[config.mk]
export PLATFORM = sky130hd
export DESIGN_NAME = alu_arbiter
export DESIGN_NICKNAME = d
export VERILOG_FILES = /design/src/rtl/alu_arbiter_pkg.sv /design/src/rtl/alu_arbiter_alu_core.sv /design/src/rtl/alu_arbiter.sv
export SDC_FILE = /design/constraint.sdc
export NUM_CORES = 1
export LEC_CHECK = 0
export ABC_AREA = 1
export BUFFER_PORTS_ARGS = -buffer_cell sky130_fd_sc_hd__buf_4
export CAP_MARGIN = 20
export CORE_MARGIN = 8
export CORE_UTILIZATION = 54
export CTS_BUF_LIST = sky130_fd_sc_hd__clkbuf_4 sky130_fd_sc_hd__clkbuf_8
export CTS_CLUSTER_SIZE = 12
export DETAILED_ROUTE_END_ITERATION = 8
export PLACE_DENSITY = 0.81
export SLEW_MARGIN = 5
export SYNTH_ARGS = -nofsm -noshare
export SYNTH_HDL_FRONTEND = slang
export SYNTH_SLANG_ARGS = --single-unit
[constraint.sdc]
create_clock -name CLK -period 1.9 [get_ports CLK]
set_input_delay 0.285 -clock CLK [delete_from_list [all_inputs] [get_ports CLK]]
set_output_delay 0.285 -clock CLK [all_outputs]
set_load 0.05 [all_outputs]
[src/rtl/alu_arbiter_pkg.sv]
// alu_arbiter_pkg
// Shared definitions for the ALU arbiter slice.
// Contents:
// - the default datapath width
// - the opcode constants decoded by alu_core
// - the FSM state encoding. The arbiter exposes this encoding on its debug port.
package alu_arbiter_pkg;

  localparam int ALU_WIDTH_DEFAULT = 8;

  // Opcodes 3'b100..3'b111 are reserved and flag an error.
  localparam logic [2:0] ALU_FWD = 3'b000;
  localparam logic [2:0] ALU_ADD = 3'b001;
  localparam logic [2:0] ALU_AND = 3'b010;
  localparam logic [2:0] ALU_OR  = 3'b011;

  typedef enum logic [1:0] {
    ST_IDLE = 2'd0,
    ST_EXEC = 2'd1,
    ST_DONE = 2'd2
  } state_t;

endpackage

[src/rtl/alu_arbiter_alu_core.sv]
// alu_core
// Purely combinational ALU shared by both requesters.
// Ports:
//   op     in  3      opcode (see alu_arbiter_pkg)
//   a, b   in  WIDTH  operands
//   result out WIDTH  FWD: b, ADD: a+b (carry dropped), AND, OR; reserved: 0
//   err    out 1      opcode was reserved
module alu_core
  import alu_arbiter_pkg::*;
#(
  parameter int WIDTH = ALU_WIDTH_DEFAULT
) (
  input  logic [2:0]       op,
  input  logic [WIDTH-1:0] a,
  input  logic [WIDTH-1:0] b,
  output logic [WIDTH-1:0] result,
  output logic             err
);

  always_comb begin
    result = '0;
    err    = 1'b0;
    case (op)
      ALU_FWD: result = b;
      // Same-width add: the carry is discarded, so signed operands wrap.
      ALU_ADD: result = a + b;
      ALU_AND: result = a & b;
      ALU_OR:  result = a | b;
      default: err    = 1'b1;
    endcase
  end

endmodule

[src/rtl/alu_arbiter.sv]
// alu_arbiter
// Round-robin arbiter that lets two requesters share a single ALU.
// The arbiter accepts one operation at a time. It executes the operation in one
// registered cycle. It then holds the tagged result until the consumer takes it.
//
// Handshake rules:
// - A transfer happens on a rising edge where VALID and READY are both 1.
// - A source holds VALID and its payload until READY.
// - REQn_READY is combinational. It is only ever high in IDLE, and only for one
//   requester at a time.
// - RESP_VALID stays high with RESULT/RESP_ID/RESP_ERR stable until RESP_READY.
//
// Ports:
//   CLK, RESET              clock; asynchronous active-high reset
//   REQn_VALID/OP/A/B       requester n operation (n = 0, 1)
//   REQn_READY              requester n operation accepted this cycle
//   RESP_VALID, RESP_READY  response handshake
//   RESP_ID, RESULT, RESP_ERR  issuing requester, ALU result, reserved-opcode flag
//   DBG_STATE               current FSM state (debug observation only)
module alu_arbiter
  import alu_arbiter_pkg::*;
#(
  parameter int WIDTH = ALU_WIDTH_DEFAULT
) (
  input  logic             CLK,
  input  logic             RESET,
  input  logic             REQ0_VALID,
  input  logic [2:0]       REQ0_OP,
  input  logic [WIDTH-1:0] REQ0_A,
  input  logic [WIDTH-1:0] REQ0_B,
  output logic             REQ0_READY,
  input  logic             REQ1_VALID,
  input  logic [2:0]       REQ1_OP,
  input  logic [WIDTH-1:0] REQ1_A,
  input  logic [WIDTH-1:0] REQ1_B,
  output logic             REQ1_READY,
  output logic             RESP_VALID,
  input  logic             RESP_READY,
  output logic             RESP_ID,
  output logic [WIDTH-1:0] RESULT,
  output logic             RESP_ERR,
  output state_t           DBG_STATE
);

  state_t           state;
  logic             last_grant;
  logic [2:0]       op_q;
  logic [WIDTH-1:0] a_q;
  logic [WIDTH-1:0] b_q;
  logic             id_q;
  logic             grant0;
  logic             grant1;
  logic [WIDTH-1:0] alu_result;
  logic             alu_err;

  // Tie-break favours the requester that was not served last.
  // last_grant resets to 1, so requester 0 wins the first tie after reset.
  always_comb begin
    grant0 = 1'b0;
    grant1 = 1'b0;
    if (state == ST_IDLE && !RESET) begin
      if (REQ0_VALID && (!REQ1_VALID || last_grant)) grant0 = 1'b1;
      else if (REQ1_VALID)                           grant1 = 1'b1;
    end
  end

  assign REQ0_READY = grant0;
  assign REQ1_READY = grant1;
  assign DBG_STATE  = state;

  alu_core #(.WIDTH(WIDTH)) u_alu (
    .op     (op_q),
    .a      (a_q),
    .b      (b_q),
    .result (alu_result),
    .err    (alu_err)
  );

  always_ff @(posedge CLK or posedge RESET) begin
    if (RESET) begin
      state      <= ST_IDLE;
      last_grant <= 1'b1;
      op_q       <= '0;
      a_q        <= '0;
      b_q        <= '0;
      id_q       <= 1'b0;
      RESP_VALID <= 1'b0;
      RESP_ID    <= 1'b0;
      RESULT     <= '0;
      RESP_ERR   <= 1'b0;
    end else begin
      case (state)
        ST_IDLE: begin
          if (grant0) begin
            op_q  <= REQ0_OP;
            a_q   <= REQ0_A;
            b_q   <= REQ0_B;
            id_q  <= 1'b0;
            state <= ST_EXEC;
          end else if (grant1) begin
            op_q  <= REQ1_OP;
            a_q   <= REQ1_A;
            b_q   <= REQ1_B;
            id_q  <= 1'b1;
            state <= ST_EXEC;
          end
        end
        ST_EXEC: begin
          RESULT     <= alu_result;
          RESP_ERR   <= alu_err;
          RESP_ID    <= id_q;
          RESP_VALID <= 1'b1;
          state      <= ST_DONE;
        end
        ST_DONE: begin
          if (RESP_READY) begin
            RESP_VALID <= 1'b0;
            last_grant <= RESP_ID;
            state      <= ST_IDLE;
          end
        end
        default: state <= ST_IDLE;
      endcase
    end
  end

endmodule
==> results of run 1 <==
[what timing repair did]
item,CTS,global route
setup endpoints to repair,0,2
resized for setup,0,1
setup buffers,0,1
hold endpoints to repair,0,0
[flip-flops by register name (all words and copies together) (netlist names)]
| signal | cells |
|---|---|
| DBG_STATE | 2 |
| b_q | 8 |
| RESP_ERR | 1 |
| RESP_VALID | 1 |
| last_grant | 1 |
| RESULT | 8 |
| op_q | 3 |
| RESP_ID | 1 |
| id_q | 1 |
| a_q | 8 |
[synth_stat cells (all sizes together)]
| library cell | number |
|---|---|
| nand2 | 86 |
| fa | 1 |
| o21ai | 25 |
| a21boi | 1 |
| nand3 | 15 |
| o2111ai | 3 |
| ha | 16 |
| inv | 39 |
| or2 | 2 |
| a21oi | 26 |
| nand3b | 1 |
| dfrtp | 33 |
| nor2 | 28 |
| dfstp | 1 |
| buf | 6 |
| clkbuf | 3 |
| nor3 | 1 |
| o22ai | 5 |
[logic make-up (layout without fill, tap and decap cells)]
| group | after synthesis | in the layout |
|---|---|---|
| compound gates | 60 | 60 |
| simple gates | 133 | 133 |
| buf+inv | 48 | 111 |
| flops | 34 | 34 |
| fa+ha+maj | 17 | 17 |
[path summary, 6_finish.rpt]
check	startpoint	endpoint	slack (ns)	cells after the start
worst max-delay path	a_q[0]	RESULT[4]	0.14	10
worst min-delay path	RESET	DBG_STATE[1]	0.07	2
worst max register to register	a_q[0]	RESULT[4]	0.14	10
worst min register to register	RESULT[6]	RESULT[6]	0.48	2
max in group asynchronous	RESET	op_q[1]	1.32	3
min in group CLK	RESP_READY	DBG_STATE[1]	0.19	2
[critical path: cells and delay by family, from the launching register on]
kind / cells / cell delay (ns)
AOI/OAI and AO/OA: 1 / 0.14
adders and majority gates: 2 / 0.61
DFF: 1 / 0.40
and+or+nand+nor: 7 / 0.49
[final cells by class]
cell class | count | area, µm² | share of cell area (%)
clock buffers | 7 | 90.1 | 3.28
clock inverters | 1 | 5.00 | 0.182
inverters | 39 | 146 | 5.33
multi-input cells | 210 | 1090 | 39.6
flip-flops and latches | 34 | 852 | 31.0
well taps | 50 | 62.6 | 2.28
repair buffers | 64 | 505 | 18.4
[power groups by stage]
stage / clock network [mW] / registers (mW) / logic (mW)
floorplan: 0 / 1.78 / 1.64
global placement: 0 / 1.38 / 2.71
detailed placement: 0 / 1.41 / 2.77
CTS: 0.578 / 1.40 / 2.78
global route: 0.611 / 1.45 / 3.14
finish: 0.569 / 1.39 / 2.81
[placed cells by master (no fill, tap or decap)]
cell type and n:
sky130_fd_sc_hd__nor2_1 25, sky130_fd_sc_hd__nand3_1 15, sky130_fd_sc_hd__ha_2 1, sky130_fd_sc_hd__nor2_2 3, sky130_fd_sc_hd__o21ai_0 25, sky130_fd_sc_hd__or2_2 2, sky130_fd_sc_hd__a21oi_1 26, sky130_fd_sc_hd__nor3_2 1
sky130_fd_sc_hd__clkbuf_4 1, sky130_fd_sc_hd__a21boi_2 1, sky130_fd_sc_hd__o22ai_1 5, sky130_fd_sc_hd__inv_1 38, sky130_fd_sc_hd__nand2_1 86, sky130_fd_sc_hd__inv_2 1, sky130_fd_sc_hd__clkbuf_8 6, sky130_fd_sc_hd__dfrtp_1 33
sky130_fd_sc_hd__ha_1 15, sky130_fd_sc_hd__o2111ai_1 3, sky130_fd_sc_hd__fa_1 1, sky130_fd_sc_hd__dfstp_2 1, sky130_fd_sc_hd__clkinv_2 1, sky130_fd_sc_hd__buf_12 2, sky130_fd_sc_hd__buf_4 62, sky130_fd_sc_hd__nand3b_1 1
[per-layer routing]
metal	routed length, µm	global-route usage [%]
met1	2540	23.3
met2	2390	26.8
met3	313	4.40
met4	93	7.96
met5	0	0
==> results.yml, run 1 <==
run_status:
  outcome: "complete, no violations"
placed_design:
  area_of_placed_instances_mm2: 0.00264
  globalplace.congestion: 0.866
  dpl_hpwl_um: 4150
  placement.setup.worst_slack_ns: 0.116
  post-place-cells: 396
  port_buffer_count: 57
power:
  pwr-share-clk_pct: 11.9
  ir_worst_vdd_mv: 0.668
  p_comb_share_pct: 58.9
  power.switching_mw: 2.35
  internal_power_mw: 2.43
  sequential_group_share_of_total_power_pct: 29.2
  power_density_mw_per_mm2: 1740
  report.power.total_mw: 4.77
  leakagePower_nw: 1.49
  p_sw_share_pct: 49.1
global_route:
  groute.usage.overall_pct: 17.7
  grt_antenna_before_repair: 0
  grt_max_degree: 22
  number_of_global_route_vias_before_repair: 1960
  globalRouteOverflowTotal: 0
  grt_first_pass_wirelength_um: 9000
worst_setup_path:
  critical-path-max-stage-delay_ns: 0.40
  timing.critical_path.fanout_max: 3
  critPathMostFrequentCell: "sky130_fd_sc_hd__nand2_1"
  startpoint_type: "register"
  crit_type: "register to register"
  critical_path_required_ns: 2.07
  crit_path_cell_trace: "ha_2 -> fa_1 -> nand2_1 -> nand3_1 -> nand2_1 -> nand2_1 -> nand3_1 -> nand2_1 -> o21ai_0 -> nand2_1"
  endpoint_kind: "register"
  arrival_ns: 1.93
  critPathSlowestCell: "sky130_fd_sc_hd__dfrtp_1"
synthesis:
  synthSimpleGateAreaFrac_pct: 25.2
  synthesis.instances: 292
  post-synth-top-area-cell: "sky130_fd_sc_hd__dfrtp_1"
  ys_warn_count: 0
  cell_area_synth_mm2: 0.00213
  largest_cells_by_area_after_synthesis: "sky130_fd_sc_hd__dfrtp_1 (39%), sky130_fd_sc_hd__nand2_1 (15%), sky130_fd_sc_hd__ha_1 (9.4%)"
  synth-seq-cells: 34
  synthXorXnorAreaFrac_pct: 0
  netlist-cell-type-count: 23
  synth_top_family_by_area: "simple AND/OR/NAND/NOR gates"
  synth_fa_ha_area_share_pct: 10.3
  synth.top_cell.area_share_pct: 38.7
  postSynthAreaPerCell_um2: 7.30
  synth_compound_area_share_pct: 15.2
  synth_fp_nets: 352
  yosys-mux-area-fraction_pct: 0
  synth-seq-area-share_pct: 40.0
cells_and_area:
  finalInstanceArea_mm2: 0.00275
  n_fill_cell: 342
  flow.area_growth_from_synthesis_pct: 28.9
  antenna_cells_inserted: 0
  post_route_cells_drive_above_1_share_pct: 23.1
  layout.core_utilization_pct: 70.8
  finish.cell_count_without_fillers: 405
  num-nets-final: 414
clock_tree:
  clock_latency_ns: 0.29
  cts.root.buffer_cell: "sky130_fd_sc_hd__clkbuf_8"
  worst_setup_hold_path_clk_slew_ns: 0.07
  tritoncts: "built"
  clock_tree.buffer_depth: 2
  cts_stage_hold_buffer_count: 0
  sinks_on_the_clock_net: 34
  cts-buffers-inserted: 5
  ctsHtreeMaxLevel: 2
sta:
  clock-skew-final_ns: 0.00376
  timing.final.max_slew_violations: 0
  fin_tns_setup_ns: 0
  final_hold_viol_count: 0
  clock.fmax_ghz: 0.569
  setup_repair_after_global_routing_missed_its_margin: "no"
  worst_slew_pin_slew_ns: 0.571
  fin_crit_ns: 1.76
  setup_viol: 0
  slew_headroom_pct: 61.9
  postLayoutSetupSlackWorst_ns: 0.142
  whs_ns: 0.0662
  fin_crit_sh_pct: 92.5
route:
  ant_nets: 0
  via_count: 1998
  drtIter0Drc: 110
  drt_pre_antenna_iters: 5
  detail_route.wl_per_cell_um: 13.2
  post-route-drc-count: 0
  totalWireLength_um: 5340
  post_drt_via_cell_ratio: 4.93
floorplan:
  die_width_um: 78.8
  floorplan.io_pins: 58
  dieHeight_um: 78.8
  fp-row-count: 23
  placeable_area_mm2: 0.00388
  floorplan.initialDensity_pct: 54.9
  die_ar_mm2: 0.00621
min_path:
  hold_class: "primary input to asynchronous set/reset pin"
run:
  drv_cap: 0
Power figures use the tool's default switching activity.
==> run 2, diff against run 1 <==
- ABC_AREA: 1 -> not set
==> results.yml, run 2 <==
run_status:
  outcome: "finished, violations left"
  failed_checks: "negative setup slack"
cells_and_area:
  layout.core_utilization_pct: 73.6
  finalInstanceArea_mm2: 0.00288
  mostFrequentLayoutCell: "sky130_fd_sc_hd__buf_4"
  num-nets-final: 373
  n_fill_cell: 321
  layout.area.seq_um2: 853
  multi_input_comb_area_mm2: 0.00119
  antenna_cells_inserted: 0
  post_route_cells_drive_above_1_share_pct: 33.1
  flow.area_growth_from_synthesis_pct: 33.3
  layout.cells.most_common_list: "sky130_fd_sc_hd__buf_4 (74), sky130_fd_sc_hd__nor2_1 (44), sky130_fd_sc_hd__a21oi_1 (42), sky130_fd_sc_hd__dfrtp_1 (32), sky130_fd_sc_hd__inv_1 (22)"
  reg_top3: "RESULT (8), a_q (8), b_q (8)"
clock_tree:
  clock_latency_ns: 0.29
  worst_setup_hold_path_clk_slew_ns: 0.07
  clock_tree.buffer_depth: 2
  cts.root.buffer_cell: "sky130_fd_sc_hd__clkbuf_8"
  cts-buffers-inserted: 5
  ctsHtreeMaxLevel: 2
  tritoncts: "built"
  cts_stage_hold_buffer_count: 0
  sinks_on_the_clock_net: 34
floorplan:
  die_ar_mm2: 0.00628
  dieHeight_um: 79.3
  die_width_um: 79.3
  fp-row-count: 23
  placeable_area_mm2: 0.00391
  floorplan.initialDensity_pct: 55.2
  floorplan.io_pins: 58
global_route:
  gr-usage-met1_pct: 19.9
  globalRouteOverflowTotal: 0
  grt_first_pass_wirelength_um: 8730
  grt_antenna_before_repair: 0
  groute.usage.overall_pct: 17.4
  gr-usage-met2_pct: 29.9
  busiest_layer: "met2"
  grt_max_degree: 39
  met3_usage_pct: 4.97
  number_of_global_route_vias_before_repair: 1950
synthesis:
  post-synth-top-area-cell: "sky130_fd_sc_hd__dfrtp_1"
  async_reset_ff_share_pct: 100
  yosysMostFrequentCell: "sky130_fd_sc_hd__nor2_1"
  netlist-cell-type-count: 46
  synthesis.instances: 242
  cell_area_synth_mm2: 0.00216
  synth-seq-cells: 34
  postSynthAreaPerCell_um2: 8.93
  ys_dominant_reg_cell: "sky130_fd_sc_hd__dfrtp_1"
  synth_enable_flop_cells: 0
  largest_cells_by_area_after_synthesis: "sky130_fd_sc_hd__dfrtp_1 (38%), sky130_fd_sc_hd__a21oi_1 (9.7%), sky130_fd_sc_hd__ha_1 (9.3%)"
  synth_fp_nets: 302
  synth_top_cells_by_count: "sky130_fd_sc_hd__nor2_1 (45), sky130_fd_sc_hd__a21oi_1 (42), sky130_fd_sc_hd__dfrtp_1 (33)"
  synth.top_cell.area_share_pct: 38.2
  ys_warn_count: 0
  synth-seq-area-share_pct: 39.4
worst_setup_path:
  critical_path.top_delay_family: "simple AND/OR/NAND/NOR gates"
  critical-path-max-stage-delay_ns: 0.39
  arrival_ns: 2.13
  startpoint_type: "register"
  critical_path_required_ns: 2.07
  path_buf_inv: 0
  critPathSlowestCell: "sky130_fd_sc_hd__dfrtp_1"
  r2r-start: "b_q[0]"
  endpoint_kind: "register"
  path_depth: 7
  crit_type: "register to register"
  length_in_cells_of_the_worst_reg_to_reg_path: 7
  reg2reg_slack_ns: -0.06
  reg_to_reg_endpoint: "RESULT[6]"
  crit_path_cell_trace: "ha_2 -> fa_2 -> a21o_1 -> and4_1 -> or3_1 -> a31oi_1 -> nor2_1"
  timing.critical_path.fanout_max: 2
power:
  pwr-share-clk_pct: 11.0
  power_density_mw_per_mm2: 1780
  leakagePower_nw: 1.43
  p_comb_share_pct: 63.0
  power.switching_mw: 2.35
  p_sw_share_pct: 45.8
  sequential_group_share_of_total_power_pct: 26.0
  ir_worst_vdd_mv: 0.852
  internal_power_mw: 2.79
placed_design:
  dpl_hpwl_um: 4040
  globalplace.congestion: 0.860
  port_buffer_count: 57
  area_of_placed_instances_mm2: 0.00271
sta:
  fin_crit_ns: 1.96
  fin_crit_sh_pct: 103
  clock.fmax_ghz: 0.511
  timing.final.max_slew_violations: 0
  setup_repair_after_global_routing_missed_its_margin: "yes"
  whs_ns: 0.0608
  clock-skew-final_ns: 0.00922
  final_hold_viol_count: 0
  worst_slew_pin_slew_ns: 0.362
  slew_headroom_pct: 75.7
  setup_viol: 2
  postLayoutSetupSlackWorst_ns: -0.0566
route:
  drtIter0Drc: 94
  totalWireLength_um: 5400
  post_drt_via_cell_ratio: 5.40
  post-route-drc-count: 0
  ant_nets: 0
  drt_pre_antenna_iters: 4
  detail_route.wl_per_cell_um: 14.8
  via_count: 1965
min_path:
  hold_class: "primary input to asynchronous set/reset pin"
run:
  drv_cap: 0
[run 2: what timing repair did]
action	4_1_cts	5_1_grt
endpoints found under the setup margin	2	7
gates cloned	0	0
pin swaps	1	3
resized for setup	3	6
setup buffers	1	4
endpoints found under the hold margin	0	0
[run 2: area by class of cell]
cell class                 instances  share of cell area, %
clock buffer                       7                   3.13
clock inverter                     1                  0.174
timing repair buffer              76                   20.5
inverter                          23                   3.13
tap                               50                   2.17
sequential                        34                   29.6
multi-input combinational        173                   41.3
[run 2: power by group through the flow]
stage / clock network [mW] / registers [mW] / logic [mW]
global placement: 0 / 1.31 / 2.99
detailed placement: 0 / 1.35 / 3.05
finish: 0.563 / 1.34 / 3.24
floorplan: 0 / 1.70 / 1.82
global route: 0.602 / 1.38 / 3.54
CTS: 0.572 / 1.33 / 3.10
[run 2: worst max path at each step]
stage | from | endpoint | slack, ns
after global routing | b_q[0] | RESULT[6] | -0.14
after global placement | a_q[0] | RESULT[6] | -0.01
after detailed placement | a_q[0] | RESULT[6] | -0.08
after floorplan | DBG_STATE[0] | REQ1_READY | -0.08
final | b_q[0] | RESULT[6] | -0.06
after CTS | a_q[0] | RESULT[6] | -0.06
[run 2: through the flow]
stage,cells,total power [mW],setup TNS [ns],setup slack (ns)
floorplan,242,3.52,-0.0839,-0.0839
global placement,351,4.30,-0.0117,-0.0117
detailed placement,351,4.39,-0.0768,-0.0768
CTS,360,5.00,-0.0598,-0.0598
global route,364,5.52,-0.292,-0.142
finish,364,5.14,-0.104,-0.0566
[run 2: cell families (layout without fill, tap and decap cells)]
group                    Yosys count  after routing  synth area share [%]
flip-flops                        34             34                  39.4
AO/OA/AOI/OAI                     68             68                  18.5
AND/OR/NAND/NOR                   73             73                  15.7
XOR/XNOR                           2              2                 0.811
buffers and inverters             35            107                  7.53
multiplexers                      13             13                  7.82
adder cells (fa/ha/maj)           17             17                  10.2
[run 2: worst reg2reg max path: stages, from the launching register on]
cell	delay (ns)
sky130_fd_sc_hd__dfrtp_1	0.39
sky130_fd_sc_hd__ha_2	0.20
sky130_fd_sc_hd__fa_2	0.35
sky130_fd_sc_hd__a21o_1	0.17
sky130_fd_sc_hd__and4_1	0.21
sky130_fd_sc_hd__or3_1	0.30
sky130_fd_sc_hd__a31oi_1	0.16
sky130_fd_sc_hd__nor2_1	0.07
[run 2: routing by layer]
layer / vias to the layer above / wire length (µm)
li1: 976 / -
met1: 915 / 2340
met2: 70 / 2680
met3: 4 / 327
met4: 0 / 55
met5: - / 0
==> run 3, diff against run 2 <==
- CORE_UTILIZATION: 54 -> 49
- PLACE_DENSITY: 0.81 -> 0.77
- clock period: 1.9 -> 1.6 ns (I/O delays scaled with it)
==> results.yml, run 3 (synthesis results as in run 2) <==
run_status:
  outcome: "finished, violations left"
  failed_checks: "negative setup slack"
clock_tree:
  ctsHtreeMaxLevel: 2
  cts.root.buffer_cell: "sky130_fd_sc_hd__clkbuf_8"
  sinks_on_the_clock_net: 34
  tritoncts: "built"
  worst_setup_hold_path_clk_slew_ns: 0.08
  cts_stage_hold_buffer_count: 0
  cts-buffers-inserted: 5
  clock_latency_ns: 0.30
  clock_tree.buffer_depth: 2
placed_design:
  post-place-cells: 376
  dpl_hpwl_um: 4090
  port_buffer_count: 57
  globalplace.congestion: 0.885
  area_of_placed_instances_mm2: 0.00292
sta:
  setup_viol: 25
  postLayoutSetupSlackWorst_ns: -0.405
  clock-skew-final_ns: 0.00932
  clock.fmax_ghz: 0.499
  fin_crit_ns: 2.01
  setup_repair_after_global_routing_missed_its_margin: "yes"
  worst_slew_pin_slew_ns: 0.435
  slew_headroom_pct: 71.0
  fin_tns_setup_ns: -2.11
  fin_crit_sh_pct: 125
  final_hold_viol_count: 0
  whs_ns: 0.0740
  timing.final.max_slew_violations: 0
floorplan:
  floorplan.initialDensity_pct: 50.3
  die_ar_mm2: 0.00679
  die_width_um: 82.4
  floorplan.io_pins: 58
  placeable_area_mm2: 0.00429
  fp-row-count: 24
  dieHeight_um: 82.4
global_route:
  grt_antenna_before_repair: 0
  grt_max_degree: 39
  grt_first_pass_wirelength_um: 9190
  globalRouteOverflowTotal: 0
  groute.usage.overall_pct: 17.1
  number_of_global_route_vias_before_repair: 2068
route:
  drt_pre_antenna_iters: 4
  via_count: 2237
  totalWireLength_um: 6980
  detail_route.wl_per_cell_um: 17.7
  drtIter0Drc: 139
  post-route-drc-count: 0
  ant_nets: 0
  post_drt_via_cell_ratio: 5.66
power:
  pwr-share-clk_pct: 9.1
  p_comb_share_pct: 68.6
  ir_worst_vdd_mv: 1.06
  power_density_mw_per_mm2: 2150
  leakagePower_nw: 1.60
  power.switching_mw: 3.24
  p_sw_share_pct: 45.8
  sequential_group_share_of_total_power_pct: 22.3
  internal_power_mw: 3.84
worst_setup_path:
  arrival_ns: 2.19
  startpoint_type: "register"
  reg2reg_slack_ns: -0.41
  endpoint_kind: "register"
  crit_type: "register to register"
  timing.critical_path.fanout_max: 2
  critical_path_required_ns: 1.78
  length_in_cells_of_the_worst_reg_to_reg_path: 7
cells_and_area:
  antenna_cells_inserted: 0
  flow.area_growth_from_synthesis_pct: 52.8
  finish.cell_count_without_fillers: 395
  num-nets-final: 402
  layout.cells.most_common_list: "sky130_fd_sc_hd__buf_4 (95), sky130_fd_sc_hd__a21oi_1 (36), sky130_fd_sc_hd__dfrtp_1 (31), sky130_fd_sc_hd__nor2_1 (30), sky130_fd_sc_hd__inv_1 (20)"
  finalInstanceArea_mm2: 0.00330
  reg_top3: "RESULT (8), a_q (8), b_q (8)"
  post_route_cells_drive_above_1_share_pct: 46.9
  mostFrequentLayoutCell: "sky130_fd_sc_hd__buf_4"
min_path:
  hold_class: "primary input to asynchronous set/reset pin"
run:
  drv_cap: 0
-- run 3: critical path, cell delays in order, from the launching register on --
cell                      delay (ns)
sky130_fd_sc_hd__dfrtp_1        0.39
sky130_fd_sc_hd__ha_2           0.21
sky130_fd_sc_hd__fa_2           0.36
sky130_fd_sc_hd__a21o_1         0.18
sky130_fd_sc_hd__and4_1         0.21
sky130_fd_sc_hd__or3_1          0.31
sky130_fd_sc_hd__a31oi_1        0.16
sky130_fd_sc_hd__nor2_1         0.09
-- run 3: repair_timing --
item                                    in CTS  in global routing
cloned                                       0                  4
buffers inserted                             2                  5
endpoints found under the setup margin       9                 15
pin swaps                                    4                  3
resized for setup                            9                 37
-- run 3: power by group through the flow --
stage	logic [mW]	registers [mW]	clock network, mW
2_1_floorplan	2.23	2.03	0
3_3_place_gp	4.03	1.55	0
3_5_place_dp	4.13	1.58	0
4_1_cts	4.26	1.56	0.648
5_1_grt	5.21	1.62	0.689
6_report	4.85	1.58	0.645
-- run 3: layout make-up --
type                    count  area, µm²
multi-input cells         173       1320
fillers                   277        993
repair buffers            105        878
flip-flops and latches     34        855
inverters                  23       92.6
clock buffers               6       76.3
well taps                  52       65.1
clock inverters             2       10.0
-- run 3: routing by layer --
metal	wire (µm)	vias up	GRT usage (%)
li1	-	1040	-
met1	2700	1071	20.7
met2	3520	103	28.8
met3	572	23	3.68
met4	189	0	7.02
met5	0	-	0
-- run 3: final timing paths --
kind                                end        from
hold / removal                  RESP_ID       RESET
max in group asynchronous    last_grant       RESET
hold reg to reg                 RESP_ID        id_q
min in group CLK           DBG_STATE[1]  RESP_READY
setup / recovery              RESULT[6]      b_q[0]
setup reg to reg              RESULT[6]      b_q[0]
-- run 3: metrics by stage --
| step | utilization [%] | power (mW) | setup WS (ns) |
|---|---|---|---|
| finish | 76.9 | 7.08 | -0.405 |
| global route | 76.9 | 7.52 | -0.457 |
| CTS | 71.1 | 6.48 | -0.309 |
| detailed placement | 68.0 | 5.70 | -0.351 |
| global placement | 68.0 | 5.58 | -0.319 |
| floorplan | - | 4.26 | -0.280 |
